===== config.mk =====
export PLATFORM = sky130hd
export DESIGN_NAME = uart_tx_serializer
export DESIGN_NICKNAME = d
export VERILOG_FILES = /design/src/rtl/uart_pkg.sv /design/src/rtl/uart_parity_calc.sv /design/src/rtl/uart_tx_serializer.sv
export SDC_FILE = /design/constraint.sdc
export NUM_CORES = 1
export LEC_CHECK = 0
export CAP_MARGIN = 10
export CORE_MARGIN = 3
export CORE_UTILIZATION = 48
export CTS_CLUSTER_DIAMETER = 60
export DETAILED_ROUTE_END_ITERATION = 10
export PLACE_DENSITY = 0.74
export SLEW_MARGIN = 20
export SYNTH_ARGS = -nofsm -noshare
export SYNTH_HDL_FRONTEND = slang
export SYNTH_SLANG_ARGS = --single-unit

===== constraint.sdc =====
create_clock -name clk -period 1.8 [get_ports clk]
set_clock_uncertainty 0.15 [all_clocks]
set_input_delay 0.36 -clock clk [delete_from_list [all_inputs] [get_ports clk]]
set_output_delay 0.36 -clock clk [all_outputs]
set_load 0.05 [all_outputs]

===== src/rtl/uart_pkg.sv =====
// Constants shared by the UART transmit and receive paths: FSM encoding,
// parity type and line levels, plus a width helper.
package uart_pkg;

    typedef enum logic [2:0] {
        ST_IDLE   = 3'd0,
        ST_START  = 3'd1,
        ST_DATA   = 3'd2,
        ST_PARITY = 3'd3,
        ST_STOP   = 3'd4
    } uart_state_t;

    localparam logic PAR_EVEN  = 1'b0;
    localparam logic PAR_ODD   = 1'b1;
    localparam logic START_BIT = 1'b0;
    localparam logic STOP_BIT  = 1'b1;

    // Counter widths never collapse to zero bits, even for a range of one.
    function automatic int unsigned min1_clog2(input int unsigned value);
        return (value <= 1) ? 1 : $clog2(value);
    endfunction

endpackage


===== src/rtl/uart_parity_calc.sv =====
// Parity bit generator shared by TX and RX so both ends agree bit-for-bit.
module uart_parity_calc
    import uart_pkg::*;
#(
    parameter int DATA_WIDTH = 8
) (
    input  logic [DATA_WIDTH-1:0] data,
    input  logic                  par_typ,
    output logic                  parity
);

    // Even parity makes the total count of ones even; odd inverts that bit.
    assign parity = (^data) ^ (par_typ == PAR_ODD);

endmodule


===== src/rtl/uart_tx_serializer.sv =====
// UART transmitter: latches a word on DATA_VALID and shifts out start, data
// (LSB first), optional parity and stop bits, each held CLKS_PER_BIT cycles.
module uart_tx_serializer
    import uart_pkg::*;
#(
    parameter int DATA_WIDTH   = 8,
    parameter int CLKS_PER_BIT = 1
) (
    input  logic                  clk,
    input  logic                  rst_n,
    input  logic [DATA_WIDTH-1:0] P_DATA,
    input  logic                  DATA_VALID,
    input  logic                  PAR_EN,
    input  logic                  PAR_TYP,
    output logic                  TX_OUT,
    output logic                  Busy
);

    localparam int unsigned CNT_W = min1_clog2(CLKS_PER_BIT);
    localparam int unsigned IDX_W = min1_clog2(DATA_WIDTH);
    localparam logic [CNT_W-1:0] LAST_CNT = CNT_W'(CLKS_PER_BIT - 1);
    localparam logic [IDX_W-1:0] LAST_IDX = IDX_W'(DATA_WIDTH - 1);

    uart_state_t state_q, state_d;
    logic [CNT_W-1:0] cnt_q, cnt_d;
    logic [IDX_W-1:0] idx_q, idx_d;
    logic [DATA_WIDTH-1:0] shadow_data_q;
    logic shadow_par_en_q;
    logic shadow_par_typ_q;
    logic latch_en;
    logic bit_done;
    logic parity_bit;
    logic tx_d;

    uart_parity_calc #(
        .DATA_WIDTH(DATA_WIDTH)
    ) u_parity (
        .data   (shadow_data_q),
        .par_typ(shadow_par_typ_q),
        .parity (parity_bit)
    );

    assign bit_done = (cnt_q == LAST_CNT);

    // NOTE: every signal gets a default before the case so no latch is inferred.
    always_comb begin
        state_d  = state_q;
        cnt_d    = cnt_q;
        idx_d    = idx_q;
        latch_en = 1'b0;

        case (state_q)
            ST_IDLE: begin
                cnt_d = '0;
                if (DATA_VALID) begin
                    latch_en = 1'b1;
                    state_d  = ST_START;
                end
            end
            ST_START: begin
                if (bit_done) begin
                    cnt_d   = '0;
                    idx_d   = '0;
                    state_d = ST_DATA;
                end else begin
                    cnt_d = cnt_q + 1'b1;
                end
            end
            ST_DATA: begin
                if (bit_done) begin
                    cnt_d = '0;
                    if (idx_q == LAST_IDX) begin
                        idx_d   = '0;
                        state_d = shadow_par_en_q ? ST_PARITY : ST_STOP;
                    end else begin
                        idx_d = idx_q + 1'b1;
                    end
                end else begin
                    cnt_d = cnt_q + 1'b1;
                end
            end
            ST_PARITY: begin
                if (bit_done) begin
                    cnt_d   = '0;
                    state_d = ST_STOP;
                end else begin
                    cnt_d = cnt_q + 1'b1;
                end
            end
            ST_STOP: begin
                if (bit_done) begin
                    cnt_d   = '0;
                    state_d = ST_IDLE;
                end else begin
                    cnt_d = cnt_q + 1'b1;
                end
            end
            default: begin
                cnt_d   = '0;
                idx_d   = '0;
                state_d = ST_IDLE;
            end
        endcase

        // Line level is decoded from the next state so the output flop
        // changes on the same edge as the state register.
        case (state_d)
            ST_START:  tx_d = START_BIT;
            ST_DATA:   tx_d = shadow_data_q[idx_d];
            ST_PARITY: tx_d = parity_bit;
            default:   tx_d = STOP_BIT;
        endcase
    end

    // NOTE: sequential state uses non-blocking assignments only.
    always_ff @(posedge clk or negedge rst_n) begin
        if (!rst_n) begin
            state_q <= ST_IDLE;
            cnt_q   <= '0;
            idx_q   <= '0;
            TX_OUT  <= STOP_BIT;
            Busy    <= 1'b0;
        end else begin
            state_q <= state_d;
            cnt_q   <= cnt_d;
            idx_q   <= idx_d;
            TX_OUT  <= tx_d;
            Busy    <= (state_d != ST_IDLE);
        end
    end

    always_ff @(posedge clk or negedge rst_n) begin
        if (!rst_n) begin
            shadow_data_q    <= '0;
            shadow_par_en_q  <= 1'b0;
            shadow_par_typ_q <= PAR_EVEN;
        end else if (latch_en) begin
            shadow_data_q    <= P_DATA;
            shadow_par_en_q  <= PAR_EN;
            shadow_par_typ_q <= PAR_TYP;
        end
    end

endmodule


==> results.md <==
Pwr:
- The sequential share of power is 26.4%.
- The power per cell area is 2000 nW/um^2.
- The combinational power share is 65.4%.
- For this design the total switching power over the nets is 1.25 mW.
- IR analysis of the VDD net gives a maximum drop of 0.00135 V.
- The power share of the clock group is 8.2%.
- For this design the static power due to leakage is 0.701 nW.
- The total internal power is 1.91 mW.
- Net switching is 39.6% of the power.

Drt:
- The count of routing violations after the opening detailed-route iteration is 15.
- The remaining design rule violation count is 0.
- The number of detailed-routing iterations run before antenna repair is 4.
- The via count is 895.
- The average detailed-routed wire length per instance is 15.2 um.
- The final wirelength is 2.53 mm.
- The via density per instance is 5.36.
- The count of nets left with antenna violations once routing finished came out at 0.

Global route:
- For this run, the total global-route usage over all layers was measured as 20.2%.
- For this run the aggregate overflow at the end of global routing stands at 0.
- The initial antenna violation count is 0.
- Entering global routing, the biggest net connects 19 pins.
- The number of global-route vias before repair is 930.
- The wire length of the first global-routing pass is 4.05 mm.

Floorplan:
- The area of the core region is 2060 sq um.
- The die is 53.8 um tall.
- The die boundary width is 53.8 um.
- The die covers 2900 sq um.
- 15 I/O pins were placed.
- In this run the core area contains 16 standard-cell rows.
- The initial core utilization is 53.3%.

Setup path:
- The start-to-end type of the worst setup path is reg -> reg.
- The master of the slowest instance on the critical path is sky130_fd_sc_hd__or3_4.
- The critical path goes through ha_4, ha_4, a31oi_1, or3_4, nor2_4, buf_6, mux2_4.
- The family of cells with the greatest summed delay on the critical path is simple AND/OR/NAND/NOR gates.
- Counting stages on the worst path, the most repeated cell is sky130_fd_sc_hd__ha_4.
- The critical path startpoint category is a register.
- The required time at the worst-slack endpoint is 1.84 ns.
- The worst path arrival time is 2.13 ns.
- In this run the worst path has a maximum fanout of 5.
- Together, buffers and inverters on the worst path number 1.
- STA classifies the critical path endpoint as a register.
- The number of cells on the worst reg-to-reg path is 7.
- In this run the number of cells on the critical path is 7.
- For this run, the slowest stage of the critical path takes 0.42 ns.

Layout:
- The area taken by multi-input logic gates is 702 sq um.
- 0 antenna diodes ended up in the layout.
- Relative to the synthesized area, the layout overhead comes to 44.0%.
- The proportion of layout cells with a drive suffix above 1 is 37.9%.
- Summing all flip-flop and latch instances after layout gives 452 sq um.
- The net count of the finished layout is 157.
- The total of fill cells in the finished design is 148.
- The final standard cell utilization of the core is 76.7%.

Clock tree:
- The cell sitting at the root of the clock tree is a sky130_fd_sc_hd__clkbuf_4.
- The number of clock sinks seen by CTS is 18.
- The clock reaches the later pin of the worst-skew pair after 0.31 ns.
- Clock-pin slew was measured on the worst setup and hold paths at 0.11 ns.
- The TritonCTS clock tree is yes.
- The largest buffer count on any clock path is 2.
- The H-tree depth reported by CTS is 1.
- Hold repair after CTS inserted 0 buffers.
- The TritonCTS buffer count is 3.

Logic synthesis:
- Yosys printed 0 warnings.
- Counting flops with an async set or reset pin after synthesis yields a share of 100%.
- The number of nets handed over by synthesis was 121.
- The post-synthesis sequential area ratio is 41.1%.
- Averaged over all synthesized cells, the footprint is 10.5 sq um.
- Synthesis handed over a netlist of 105 instances.
- Synthesis inferred 18 register bits.
- The synthesized area is 1100 sq um.
- The count of cell types in the netlist is 30.
- The most used flip-flop cell after synthesis is sky130_fd_sc_hd__dfrtp_1.
- Yosys mapped a number of flops with a built-in enable equal to 0.

Run:
- Across the run, the number of max-cap violations was 0.

STA:
- In this run the tightest slew margin relative to its limit is 76.7%.
- Setup repair after global routing could not meet its margin everywhere.
- The fraction of the cycle the final worst path needs is 116%.
- The post-layout worst setup margin is -0.288 ns.
- The number of endpoints with negative hold slack in the final report is 0.
- At the pin with the least slew margin, the transition time is 0.350 ns.
- Hold timing on the final database bottoms out at a slack of 0.215 ns.
- Based on the critical path, the design can be clocked at up to 479 MHz.
- The max-slew violation count was 0.
- Setup violations remaining at the end of the flow were counted as 14.
- After layout, the minimum clock period comes to 2.09 ns.

Status:
- The checks that failed: negative setup slack.
- The run finished, with violations left.

Placement:
- At the end of routability-driven placement, the weighted congestion stood at 0.776.
- The detailed placer's ending HPWL is 1.68 mm.
- During placement, the flow inserted port buffers numbering 14.

Min path:
- The type of the worst min-delay path is in -> async.
[cell families after synthesis]
kind of cell | count (synthesis) | synth area share [%]
xor gates and xnor gates | 8 | 6.38
adders and majority gates | 3 | 3.42
buffers and inverters | 11 | 4.78
muxes | 19 | 19.4
AOI/OAI and AO/OA | 14 | 8.43
and+or+nand+nor | 32 | 16.5
DFF | 18 | 41.1
[cell usage in the layout, fill, tap and decap left out, types with 4 or more instances in the layout]
cell,count
sky130_fd_sc_hd__buf_4,19
sky130_fd_sc_hd__buf_6,5
sky130_fd_sc_hd__clkdlybuf4s50_1,12
sky130_fd_sc_hd__dfrtp_1,17
sky130_fd_sc_hd__inv_1,5
sky130_fd_sc_hd__mux2_4,12
sky130_fd_sc_hd__mux2i_1,7
sky130_fd_sc_hd__nand2_1,7
sky130_fd_sc_hd__nand3_1,4
sky130_fd_sc_hd__xnor2_1,6
[path summary, 6_finish.rpt]
path                            slack (ns)       startpoint          endpoint
worst max-delay path                 -0.29         idx_q[0]  shadow_par_typ_q
worst min-delay path                  0.22            rst_n        state_q[1]
worst max register to register       -0.29         idx_q[0]  shadow_par_typ_q
worst min register to register        0.42  shadow_par_en_q   shadow_par_en_q
max in group asynchronous             1.03            rst_n            TX_OUT
min in group clk                      0.42  shadow_par_en_q   shadow_par_en_q
[metal layers]
metal	wire length, um	track usage, %	vias to the layer above
met4	34	10.2	0
li1	-	-	438
met3	121	3.32	4
met2	1360	35.9	17
met1	1020	22.9	436
met5	0	0	-
[worst register-to-register path: cells and delay by family, from the launching register on]
kind / cells / cell delay [ns]
simple gates: 2 / 0.56
flops: 1 / 0.41
fa+ha+maj: 2 / 0.31
mux: 1 / 0.31
buf+inv: 1 / 0.16
compound gates: 1 / 0.08
[final cells by class]
| class | instances | share of cell area, % |
|---|---|---|
| clock buffers | 4 | 2.29 |
| inverters | 5 | 1.19 |
| multi-input cells | 76 | 44.4 |
| flip-flops and latches | 18 | 28.6 |
| well taps | 27 | 2.14 |
| repair buffers | 37 | 21.4 |
[state kept, by name (all words and copies together), names as in the netlist]
register / flops
idx_q: 3
Busy: 1
TX_OUT: 1
shadow_par_en_q: 1
shadow_par_typ_q: 1
state_q: 3
shadow_data_q: 8
[power by group through the flow]
| stage | logic, mW | registers, mW | clock network (mW) |
|---|---|---|---|
| final | 2.07 | 0.835 | 0.260 |
| after global routing | 2.22 | 0.864 | 0.287 |
| after CTS | 2.00 | 0.826 | 0.261 |
| after detailed placement | 1.77 | 0.823 | 0 |
| after global placement | 1.73 | 0.807 | 0 |
| after floorplan | 1.24 | 0.827 | 0 |
[timing repair]
action                     in CTS  in global routing
setup endpoints to repair      13                 14
resized for setup              11                 14
cloned                          1                  0
pin swaps                      10                  5
buffers inserted                7                  1
[cells in the mapped netlist (2+ instances only)]
cell                       instances  area [sq um]
sky130_fd_sc_hd__nand2b_1          3          18.8
sky130_fd_sc_hd__mux2i_1           7          70.1
sky130_fd_sc_hd__xnor2_1           6          52.6
sky130_fd_sc_hd__ha_1              3          37.5
sky130_fd_sc_hd__a31oi_1           3          18.8
sky130_fd_sc_hd__nor4_1            2          12.5
sky130_fd_sc_hd__a21oi_1           3          15.0
sky130_fd_sc_hd__clkbuf_1          4          15.0
sky130_fd_sc_hd__nand3_1           4          20.0
sky130_fd_sc_hd__xor2_1            2          17.5
sky130_fd_sc_hd__nand2_1           7          26.3
sky130_fd_sc_hd__mux2_4            2          30.0
sky130_fd_sc_hd__or3_1             3          18.8
sky130_fd_sc_hd__nand3b_1          3          22.5
sky130_fd_sc_hd__nor2b_1           3          18.8
sky130_fd_sc_hd__inv_1             5          18.8
sky130_fd_sc_hd__dfrtp_1          17           425
sky130_fd_sc_hd__nor2_1            4          15.0
sky130_fd_sc_hd__o21ai_0           3          15.0
sky130_fd_sc_hd__and3b_1           2          17.5
sky130_fd_sc_hd__mux2_2           10           113
[per-stage QoR]
step	instance area (sq um)	instances	worst slack, ns	setup TNS, ns	power [mW]
detailed placement	1400	156	-0.437	-4.63	2.60
global route	1580	167	-0.335	-4.22	3.37
global placement	1400	156	-0.391	-4.24	2.54
floorplan	1110	105	-0.185	-2.01	2.06
finish	1580	167	-0.288	-3.45	3.16
CTS	1570	168	-0.249	-2.89	3.09
No activity file was read; power rests on OpenSTA's default activity.
